--- config.mk ---
export PLATFORM = sky130hd
export DESIGN_NAME = image_decompressor
export DESIGN_NICKNAME = d
export VERILOG_FILES = /design/src/rtl/image_pkg.sv /design/src/rtl/pix_skid_buf.sv /design/src/rtl/image_decompressor.sv
export SDC_FILE = /design/constraint.sdc
export NUM_CORES = 1
export LEC_CHECK = 0
export CAP_MARGIN = 20
export CELL_PAD_IN_SITES_DETAIL_PLACEMENT = 1
export CELL_PAD_IN_SITES_GLOBAL_PLACEMENT = 2
export CORE_ASPECT_RATIO = 0.6
export CORE_UTILIZATION = 28
export CTS_CLUSTER_DIAMETER = 150
export DETAILED_ROUTE_END_ITERATION = 8
export PLACE_DENSITY_LB_ADDON = 0.2
export SETUP_SLACK_MARGIN = 0.4
export SYNTH_ARGS = -nofsm -noshare
export SYNTH_HDL_FRONTEND = slang
export SYNTH_SLANG_ARGS = --single-unit
--- constraint.sdc ---
create_clock -name clk -period 2.6 [get_ports clk]
set_clock_uncertainty 0.05 [all_clocks]
set_input_delay 0.39 -clock clk [delete_from_list [all_inputs] [get_ports clk]]
set_output_delay 0.39 -clock clk [all_outputs]
set_load 0.01 [all_outputs]
--- src/rtl/image_pkg.sv ---
// Shared constants, FSM state type and beat record for the 28x28 image decompressor.
package image_pkg;

  localparam int IMG_DIM = 28;
  localparam int SCALE   = 8;
  localparam int OUT_DIM = IMG_DIM * SCALE;
  localparam int PIX_W   = 8;
  localparam int ADDR_W  = 10;
  localparam int CNT_W   = $clog2(OUT_DIM);
  localparam int SUB_W   = (SCALE > 1) ? $clog2(SCALE) : 1;

  localparam logic [PIX_W-1:0] THRESH = 8'h80;

  typedef enum logic [1:0] {IDLE, RUN, DONE} decomp_state_t;

  typedef struct packed {
    logic [PIX_W-1:0] data;
    logic             sof;
    logic             eol;
    logic             eof;
  } pix_beat_t;

  function automatic logic [PIX_W-1:0] binarize(input logic [PIX_W-1:0] w);
    return (w >= THRESH) ? {PIX_W{1'b1}} : '0;
  endfunction

endpackage

--- src/rtl/pix_skid_buf.sv ---
// Two-entry valid/ready buffer for output beats; registered outputs, full throughput at one
// beat per cycle, and the upstream stalls only when both entries are occupied.
module pix_skid_buf
  import image_pkg::*;
(
  input  logic      clk,
  input  logic      rst_n,
  input  pix_beat_t in_beat,
  input  logic      in_valid,
  output logic      in_ready,
  output pix_beat_t out_beat,
  output logic      out_valid,
  input  logic      out_ready
);

  pix_beat_t [1:0] entry_q;
  logic            wr_ptr_reg;
  logic            rd_ptr_reg;
  logic [1:0]      count_reg;
  logic [1:0]      count_next;
  logic            push;
  logic            pop;

  assign in_ready  = (count_reg != 2'd2);
  assign out_valid = (count_reg != 2'd0);
  assign push      = in_valid && in_ready;
  assign pop       = out_valid && out_ready;
  assign out_beat  = entry_q[rd_ptr_reg];

  genvar gi;
  generate
    for (gi = 0; gi < 2; gi++) begin : g_entry
      pix_beat_t entry_reg;

      always_ff @(posedge clk) begin
        if (!rst_n) begin
          entry_reg <= '0;
        end else if (push && (wr_ptr_reg == 1'(gi))) begin
          entry_reg <= in_beat;
        end
      end

      assign entry_q[gi] = entry_reg;
    end
  endgenerate

  always_comb begin
    count_next = count_reg;
    case ({push, pop})
      2'b10:   count_next = count_reg + 2'd1;
      2'b01:   count_next = count_reg - 2'd1;
      default: count_next = count_reg;
    endcase
  end

  always_ff @(posedge clk) begin
    if (!rst_n) begin
      wr_ptr_reg <= 1'b0;
      rd_ptr_reg <= 1'b0;
      count_reg  <= 2'd0;
    end else begin
      count_reg <= count_next;
      if (push) wr_ptr_reg <= ~wr_ptr_reg;
      if (pop)  rd_ptr_reg <= ~rd_ptr_reg;
    end
  end

endmodule

--- src/rtl/image_decompressor.sv ---
// Streams the 28x28 image RAM out upscaled by SCALE in raster order on a valid/ready pixel stream.
// Optional IMAGE_DECOMP_BINARIZE_EN: output pixels thresholded against THRESH to all-ones/zero.
module image_decompressor
  import image_pkg::*;
(
  input  logic              clk,
  input  logic              rst_n,
  input  logic              start,
  output logic              busy,
  output logic              done,
  output logic [ADDR_W-1:0] mem_raddr,
  input  logic [PIX_W-1:0]  mem_rdata,
  output logic [PIX_W-1:0]  pix_data,
  output logic              pix_valid,
  input  logic              pix_ready,
  output logic              pix_sof,
  output logic              pix_eol,
  output logic              pix_eof
);

  localparam logic [CNT_W-1:0]  PX_LAST  = CNT_W'(OUT_DIM - 1);
  localparam logic [CNT_W-1:0]  PX_LGRP  = CNT_W'(OUT_DIM - SCALE);
  localparam logic [CNT_W-1:0]  CNT_ONE  = CNT_W'(1);
  localparam logic [SUB_W-1:0]  SUB_LAST = SUB_W'(SCALE - 1);
  localparam logic [SUB_W-1:0]  SUB_ONE  = SUB_W'(1);
  localparam logic [ADDR_W-1:0] ROW_STEP = ADDR_W'(IMG_DIM);
  localparam logic [ADDR_W-1:0] ADDR_ONE = ADDR_W'(1);

  decomp_state_t     state_reg, state_next;
  logic [CNT_W-1:0]  px_reg, px_next;
  logic [CNT_W-1:0]  py_reg, py_next;
  logic [SUB_W-1:0]  sx_reg, sx_next;
  logic [SUB_W-1:0]  sy_reg, sy_next;
  logic [ADDR_W-1:0] row_base_reg, row_base_next;
  logic [ADDR_W-1:0] raddr_reg, raddr_next;
  logic [PIX_W-1:0]  word_reg, word_next;
  logic              prod_done_reg, prod_done_next;

  logic [PIX_W-1:0]  src_word;
  logic              row_last;
  logic              frame_last;
  logic              eof_accept;
  pix_beat_t         in_beat;
  pix_beat_t         out_beat;
  logic              in_valid;
  logic              in_ready;
  logic              out_valid;

  // First beat of each group takes the fresh RAM word; the rest replay the held copy.
  assign src_word   = (sx_reg == '0) ? mem_rdata : word_reg;
  assign row_last   = (px_reg == PX_LAST);
  assign frame_last = row_last && (py_reg == PX_LAST);
  assign in_valid   = (state_reg == RUN) && !prod_done_reg;
  assign eof_accept = out_valid && pix_ready && out_beat.eof;

  always_comb begin
    in_beat     = '0;
`ifdef IMAGE_DECOMP_BINARIZE_EN
    in_beat.data = binarize(src_word);
`else
    in_beat.data = src_word;
`endif
    in_beat.sof = (px_reg == '0) && (py_reg == '0);
    in_beat.eol = row_last;
    in_beat.eof = frame_last;
  end

  always_comb begin
    state_next = state_reg;
    case (state_reg)
      IDLE:    if (start) state_next = RUN;
      RUN:     if (eof_accept) state_next = DONE;
      DONE:    state_next = IDLE;
      default: state_next = IDLE;
    endcase
  end

  always_comb begin
    px_next        = px_reg;
    py_next        = py_reg;
    sx_next        = sx_reg;
    sy_next        = sy_reg;
    row_base_next  = row_base_reg;
    raddr_next     = raddr_reg;
    word_next      = word_reg;
    prod_done_next = prod_done_reg;

    if ((state_reg == IDLE) && start) begin
      px_next        = '0;
      py_next        = '0;
      sx_next        = '0;
      sy_next        = '0;
      row_base_next  = '0;
      raddr_next     = '0;
      prod_done_next = 1'b0;
    end else if (in_valid && in_ready) begin
      word_next = src_word;
      sx_next   = (sx_reg == SUB_LAST) ? '0 : sx_reg + SUB_ONE;
      if (row_last) begin
        px_next = '0;
        py_next = py_reg + CNT_ONE;
        sy_next = (sy_reg == SUB_LAST) ? '0 : sy_reg + SUB_ONE;
        if (sy_reg == SUB_LAST) row_base_next = row_base_reg + ROW_STEP;
      end else begin
        px_next = px_reg + CNT_ONE;
      end
      // Address moves on only when a group's word is consumed, so RAM stays <=2 words ahead.
      if (sx_reg == '0) begin
        if (px_reg != PX_LGRP)        raddr_next = raddr_reg + ADDR_ONE;
        else if (sy_reg != SUB_LAST)  raddr_next = row_base_reg;
        else if (py_reg == PX_LAST)   raddr_next = '0;
        else                          raddr_next = row_base_reg + ROW_STEP;
      end
      if (frame_last) prod_done_next = 1'b1;
    end
  end

  always_ff @(posedge clk) begin
    if (!rst_n) begin
      state_reg     <= IDLE;
      px_reg        <= '0;
      py_reg        <= '0;
      sx_reg        <= '0;
      sy_reg        <= '0;
      row_base_reg  <= '0;
      raddr_reg     <= '0;
      word_reg      <= '0;
      prod_done_reg <= 1'b0;
    end else begin
      state_reg     <= state_next;
      px_reg        <= px_next;
      py_reg        <= py_next;
      sx_reg        <= sx_next;
      sy_reg        <= sy_next;
      row_base_reg  <= row_base_next;
      raddr_reg     <= raddr_next;
      word_reg      <= word_next;
      prod_done_reg <= prod_done_next;
    end
  end

  pix_skid_buf u_skid (
    .clk       (clk),
    .rst_n     (rst_n),
    .in_beat   (in_beat),
    .in_valid  (in_valid),
    .in_ready  (in_ready),
    .out_beat  (out_beat),
    .out_valid (out_valid),
    .out_ready (pix_ready)
  );

  assign busy      = (state_reg == RUN);
  assign done      = (state_reg == DONE);
  assign mem_raddr = raddr_reg;
  assign pix_valid = out_valid;
  assign pix_data  = out_beat.data;
  assign pix_sof   = out_valid && out_beat.sof;
  assign pix_eol   = out_valid && out_beat.eol;
  assign pix_eof   = out_valid && out_beat.eof;

endmodule
==> impl_metrics.env, run 1 <==
export IMPL_status="completed"
export IMPL_ys_top_cells_by_count="dfxtp_1, nand2_1, nor2_1"
export IMPL_min_to="word_reg[4]$_SDFFE_PN0P_"
export IMPL_cts_tree="done"
export IMPL_ir_drop_mv=0.3141
export IMPL_post_synth_top_count_cell="dfxtp_1"
export IMPL_dr_first_iter_drc_count=112
export IMPL_maxSlewViolCount=0
export IMPL_finalWirelength_um=11120
export IMPL_reg2reg_to="u_skid.count_reg[1]$_SDFFE_PN0P_"
export IMPL_p_per_area_nw_per_um2=648.6
export IMPL_routabilityCongestion=0.7712
export IMPL_reg2regPathDepth=6
export IMPL_dp_hpwl_um=8309
export IMPL_p_leak_nw=1.997
export IMPL_crit_type="register to output port"
export IMPL_maxCapViolations=0
export IMPL_rsz0062_at_grt="true"
export IMPL_r2r_start="state_reg[1]$_SDFFE_PN0P_"
export IMPL_postRouteAntennaNets=0
export IMPL_synth_nets=485
export IMPL_fillers=1627
export IMPL_cts_htree_levels=3
export IMPL_pre_cts_slack_ps=370.6
export IMPL_fin_crit_sh_pct=82.76
export IMPL_area_delta_synth_final_pct=24.80
export IMPL_synth_top_flop_cell="dfxtp_1"
export IMPL_synth_edff_count=0
export IMPL_antenna_found_initial=0
export IMPL_avgSynthCellArea_sq_um=8.601
export IMPL_clk_pin_slew_ps=60
export IMPL_via_per_inst=4.911
export IMPL_port_buffers=35
export IMPL_tightest_slew_ps=689.9
export IMPL_synthArstFlopShare_pct=0
export IMPL_yosys_warnings=0
export IMPL_cp_max_fo=8
export IMPL_r2r_slack_ps=510
export IMPL_min_period_ps=2152
export IMPL_synth_cells=461
export IMPL_drive_gt1_share_pct=14.09
export IMPL_setup_viol=0
export IMPL_wl_per_cell_um=15.98
export IMPL_grt_pass1_vias=3426
export IMPL_yosysTopAreaCell="dfxtp_1"
export IMPL_chipWidth_um=155.6
export IMPL_drt_first_pass_iters=4
export IMPL_grt_pass1_wl_um=18290
export IMPL_hold_class="register to register"
export IMPL_largest_register_ffs=22
export IMPL_clkSinkCount=77
export IMPL_dieArea_sq_um=14660
export IMPL_chipHeight_um=94.18
export IMPL_clkLatencyLatePin_ps=340
export IMPL_ys_types=54
export IMPL_min_from="word_reg[4]$_SDFFE_PN0P_"
export IMPL_endpoint_kind="output port"
export IMPL_worst_setup_path_start_kind="register"
export IMPL_ys_seq_elements=77
export IMPL_worstPathRequired_ps=2160
export IMPL_min_path_cells=2
export IMPL_relSlewSlack_pct=54.00
export IMPL_overflow=0
export IMPL_clock_root_buffer="clkbuf_16"
export IMPL_fmax_mhz=464.8
export IMPL_io_pins=36
export IMPL_core_area_sq_um=13750
export IMPL_antennaDiodeCount=0
export IMPL_initial_core_util_pct=28.84
export IMPL_synth_seq_area_share_pct=38.88
export IMPL_via_count=3418
export IMPL_finalWorstSetupSlack_ps=448.3
export IMPL_nets=524
export IMPL_hold_violations=0
export IMPL_drcViolationCount=0
export IMPL_grt_util_all_layers_pct=16.26
export IMPL_cts_buffer_depth=2
export IMPL_netlist_area_sq_um=3965
export IMPL_tns_ps=0
export IMPL_numCtsBuffers=9
export IMPL_grt_max_degree=24
export IMPL_ys_top_cells_by_area="dfxtp_1, nand2_1, xnor2_1"
export IMPL_fp_row_count=33
export IMPL_synth_top_area_share_pct=38.88
export IMPL_critPathArrivalTime_ps=1710
[metal layers]
metal / vias to the layer above / GRT usage (%) / wire length, um
met5: - / 0 / 0
met4: 0 / 3.350 / 60
met3: 7 / 3.644 / 315
met2: 39 / 22.57 / 4366
met1: 1681 / 24.87 / 6380
li1: 1691 / - / -
[layout make-up]
type	instances	area (sq um)	share of cell area, %
clock buffers	10	239.0	4.829
clock inverters	5	60.06	1.214
inverters	16	65.06	1.315
multi-input cells	345	2290	46.27
flip-flops and latches	77	1546	31.25
well taps	192	240.2	4.855
repair buffers	51	508.0	10.27
[through the flow]
step	util, %	std cells	hold slack, ps	cell area (sq um)	total power, mW
5_1_grt	35.99	696	435.8	4949	3.373
3_5_place_dp	33.35	680	408.2	4586	1.929
2_1_floorplan	-	461	385.6	3965	1.685
3_3_place_gp	33.35	680	395.1	4586	1.916
6_report	35.99	696	414.2	4949	3.210
4_1_cts	35.67	696	419.0	4905	3.253
[kinds of logic after synthesis]
group | synth area share (%)
and+or+nand+nor | 27.71
AOI/OAI and AO/OA | 15.18
DFF | 38.88
buffers and inverters | 4.071
xor gates and xnor gates | 5.081
muxes | 5.302
adders and majority gates | 3.787
[report_power, final]
group / total [mW] / leakage [nW] / internal [mW] / switching [mW]
sequential: 1.32 / 0.625 / 1.25 / 0.0720
combinational: 0.601 / 1.23 / 0.282 / 0.320
clock: 1.28 / 0.145 / 0.768 / 0.516
[placed cells by master (no fill, tap or decap), types with 6 or more instances in the layout]
cell	instances
a21boi_0	11
a21oi_1	21
and2_1	6
and3_1	8
buf_4	14
clkbuf_16	9
clkdlybuf4s50_1	28
dfxtp_1	75
dlymetal6s2s_1	7
ha_1	12
inv_1	15
mux2_2	8
mux2i_1	11
nand2_1	69
nand3_1	13
nor2_1	35
nor2_2	9
nor2b_1	7
nor3_1	9
nor4_2	9
o211a_1	16
o21ai_0	14
or3_1	6
xnor2_1	21
[timing repair]
item / in CTS / in global routing
setup buffers: 1 / 0
resized for setup: 5 / 16
hold buffers: 0 / 0
setup endpoints to repair: 10 / 15
pin swaps: 1 / 0
[worst max-delay path, stage by stage, from the launching register on]
cell and delay, ps:
dfxtp_4 400, buf_8 160, mux2_2 340, clkdlybuf4s50_1 480
[worst max-delay path by stage]
| stage | startpoint | endpoint | slack (ps) | cells after the start |
|---|---|---|---|---|
| CTS | u_skid.rd_ptr_reg$_SDFFE_PN0P_ | pix_data[6] | 400 | 3 |
| floorplan | state_reg[0]$_SDFFE_PN0P_ | u_skid.count_reg[1]$_SDFFE_PN0P_ | 560 | 7 |
| finish | u_skid.rd_ptr_reg$_SDFFE_PN0P_ | pix_data[7] | 450 | 3 |
| detailed placement | state_reg[0]$_SDFFE_PN0P_ | u_skid.count_reg[1]$_SDFFE_PN0P_ | 370 | 6 |
| global placement | state_reg[0]$_SDFFE_PN0P_ | mem_raddr[9]$_SDFFE_PP0P_ | 480 | 6 |
| global route | sx_reg[1]$_SDFFE_PP0P_ | mem_raddr[5]$_SDFFE_PP0P_ | 360 | 9 |
No activity file was read; power rests on OpenSTA's default activity.
==> run 2, diff against run 1 <==
- clock period: 2.6 -> 1.9 ns (I/O delays scaled with it)
==> run 2 against run 1 <==
Against the previous run:
- highest routed layer unchanged
- critical path depth is 3 higher
- global-route usage is 3.5 points higher
- combinational power grew to 2.5 times the previous value
- sequential cell count stayed put
- clock-buffer cell count is 1 lower
- via count is 12% higher
- setup slack worse by 360 ps
- hold slack better by 8.5 ps
==> impl_metrics.env, run 2 (synthesis gave the netlist of run 1 again) <==
export IMPL_status="completed"
export IMPL_finalWirelength_um=13820
export IMPL_fmax_mhz=550.5
export IMPL_min_period_ps=1816
export IMPL_fillers=1489
export IMPL_clock_root_buffer="clkbuf_16"
export IMPL_dieArea_sq_um=14660
export IMPL_crit_type="register to register"
export IMPL_cp_cell_sequence="or3b_4 -> nor2_8 -> inv_6 -> or3_1 -> a32oi_1 -> a31oi_1"
export IMPL_dp_hpwl_um=9144
export IMPL_rsz0062_at_grt="true"
export IMPL_seqPwrFrac_pct=36.2
export IMPL_worstPathRequired_ps=2060
export IMPL_grt_pass1_vias=4015
export IMPL_cpMaxStageDelayCell="or3b_4"
export IMPL_io_pins=36
export IMPL_post_place_cells=704
export IMPL_area_delta_synth_final_pct=68.44
export IMPL_drt_first_pass_iters=4
export IMPL_final_cells=779
export IMPL_path_delay_family="simple AND/OR/NAND/NOR gates"
export IMPL_endpoint_kind="register"
export IMPL_design_area_sq_um=6679
export IMPL_chipWidth_um=155.6
export IMPL_relSlewSlack_pct=64.38
export IMPL_ir_drop_mv=0.4498
export IMPL_multi_input_area_sq_um=3142
export IMPL_setup_viol=0
export IMPL_fin_crit_sh_pct=95.60
export IMPL_p_per_area_nw_per_um2=752.9
export IMPL_numCtsBuffers=9
export IMPL_via_per_inst=4.900
export IMPL_maxSlewViolCount=0
export IMPL_cts_tree="done"
export IMPL_combPwrFrac_pct=30.4
export IMPL_tightest_slew_ps=530.2
export IMPL_initial_core_util_pct=28.84
export IMPL_nets=606
export IMPL_via_count=3817
export IMPL_maxCapViolations=0
export IMPL_cp_slowest_stage_delay_ps=410
export IMPL_critPathArrivalTime_ps=1980
export IMPL_port_buffers=35
export IMPL_final_seq_area_sq_um=1589
export IMPL_antennaDiodeCount=0
export IMPL_layout_common_cells="nand2_1, dfxtp_1, buf_4"
export IMPL_clkPwrFrac_pct=33.4
export IMPL_clk_pin_slew_ps=60
export IMPL_drcViolationCount=0
export IMPL_core_area_sq_um=13750
export IMPL_utilization_pct=48.58
export IMPL_grt_util_all_layers_pct=19.81
export IMPL_antenna_found_initial=0
export IMPL_dpl_instance_area_sq_um=5061
export IMPL_largest_register_ffs=22
export IMPL_postRouteAntennaNets=0
export IMPL_cts_htree_levels=3
export IMPL_p_sw_mw=1.560
export IMPL_clkSinkCount=77
export IMPL_worst_path_buf_inv=1
export IMPL_chipHeight_um=94.18
export IMPL_cts_buffer_depth=2
export IMPL_grt_max_degree=31
export IMPL_drive_gt1_share_pct=49.57
export IMPL_cp_max_fo=6
export IMPL_fp_row_count=33
export IMPL_dr_first_iter_drc_count=111
export IMPL_overflow=0
export IMPL_grt_pass1_wl_um=21940
export IMPL_power_total_mw=5.028
export IMPL_layout_commonest_cell="nand2_1"
export IMPL_clkLatencyLatePin_ps=340
export IMPL_wl_per_cell_um=17.74
export IMPL_internal_power_mw=3.468
export IMPL_swShare_pct=31.03
export IMPL_worst_setup_path_start_kind="register"
export IMPL_p_leak_nw=2.765
export IMPL_hold_violations=0
export IMPL_routabilityCongestion=0.7704
export IMPL_hold_class="register to register"
==> run 2: cell types whose count changed in the layout (fill, tap and decap cells not counted), sizes merged <==
cell / previous run / this run
buf: 16 / 108
clkdlybuf4s50: 28 / 11
dlygate4sd2: 0 / 10
dlymetal6s2s: 7 / 0
inv: 17 / 20
clkbuf: 10 / 12
bufinv: 1 / 0
clkdlybuf4s15: 0 / 1
clkinv: 2 / 1
clkinvlp: 1 / 2
==> run 2: stage by stage <==
step	TNS, ps	setup slack, ps	hold slack (ps)
floorplan	0	10.91	379.9
global placement	0	5.174	397.2
detailed placement	-40.62	-40.62	404.0
CTS	0	122.3	419.1
global route	0	32.75	445.6
finish	0	83.55	422.6
==> run 2: what timing repair did <==
| action | CTS | global route |
|---|---|---|
| hold buffers | 0 | 0 |
| cloned | 1 | 0 |
| endpoints found under the setup margin | 98 | 88 |
| buffers inserted | 48 | 10 |
| pin swaps | 61 | 44 |
| gates resized for setup | 186 | 105 |
==> run 2: worst register-to-register path, cell delays in order (launching register included) <==
cell	delay, ps
dfxtp_4	360
or3b_4	410
nor2_8	120
inv_6	60
or3_1	340
a32oi_1	220
a31oi_1	120
==> run 2: path summary, 6_finish.rpt <==
path / cells after the start / slack, ps / to / startpoint
setup / recovery: 6 / 80 / mem_raddr[9]$_SDFFE_PP0P_ / state_reg[0]$_SDFFE_PN0P_
hold / removal: 2 / 420 / sy_reg[1]$_SDFFE_PP0P_ / sy_reg[1]$_SDFFE_PP0P_
setup reg to reg: 6 / 80 / mem_raddr[9]$_SDFFE_PP0P_ / state_reg[0]$_SDFFE_PN0P_
hold reg to reg: 2 / 420 / sy_reg[1]$_SDFFE_PP0P_ / sy_reg[1]$_SDFFE_PP0P_
==> run 2: cell type report <==
cell class                      count  share of cell area (%)
Clock buffer                        9                   3.372
Clock inverter                      7                  0.8617
Inverter                           16                  0.9741
Multi-Input combinational cell    345                   47.04
Sequential cell                    77                   23.79
Tap cell                          192                   3.597
Timing Repair Buffer              133                   20.36
==> run 2: per-layer routing <==
metal | up-vias | routed length, um | global-route usage (%)
li1 | 1864 | - | -
met1 | 1879 | 7091 | 27.79
met2 | 60 | 6060 | 30.75
met3 | 14 | 495 | 3.690
met4 | 0 | 174 | 5.637
met5 | - | 0 | 0
==> run 2: power by group through the flow <==
| stage | sequential [mW] | combinational, mW | clock [mW] |
|---|---|---|---|
| 3_5_place_dp | 1.82 | 0.965 | 0 |
| 3_3_place_gp | 1.81 | 0.947 | 0 |
| 4_1_cts | 1.81 | 1.30 | 1.73 |
| 5_1_grt | 1.83 | 1.63 | 1.78 |
| 6_report | 1.82 | 1.53 | 1.68 |
| 2_1_floorplan | 1.80 | 0.580 | 0 |
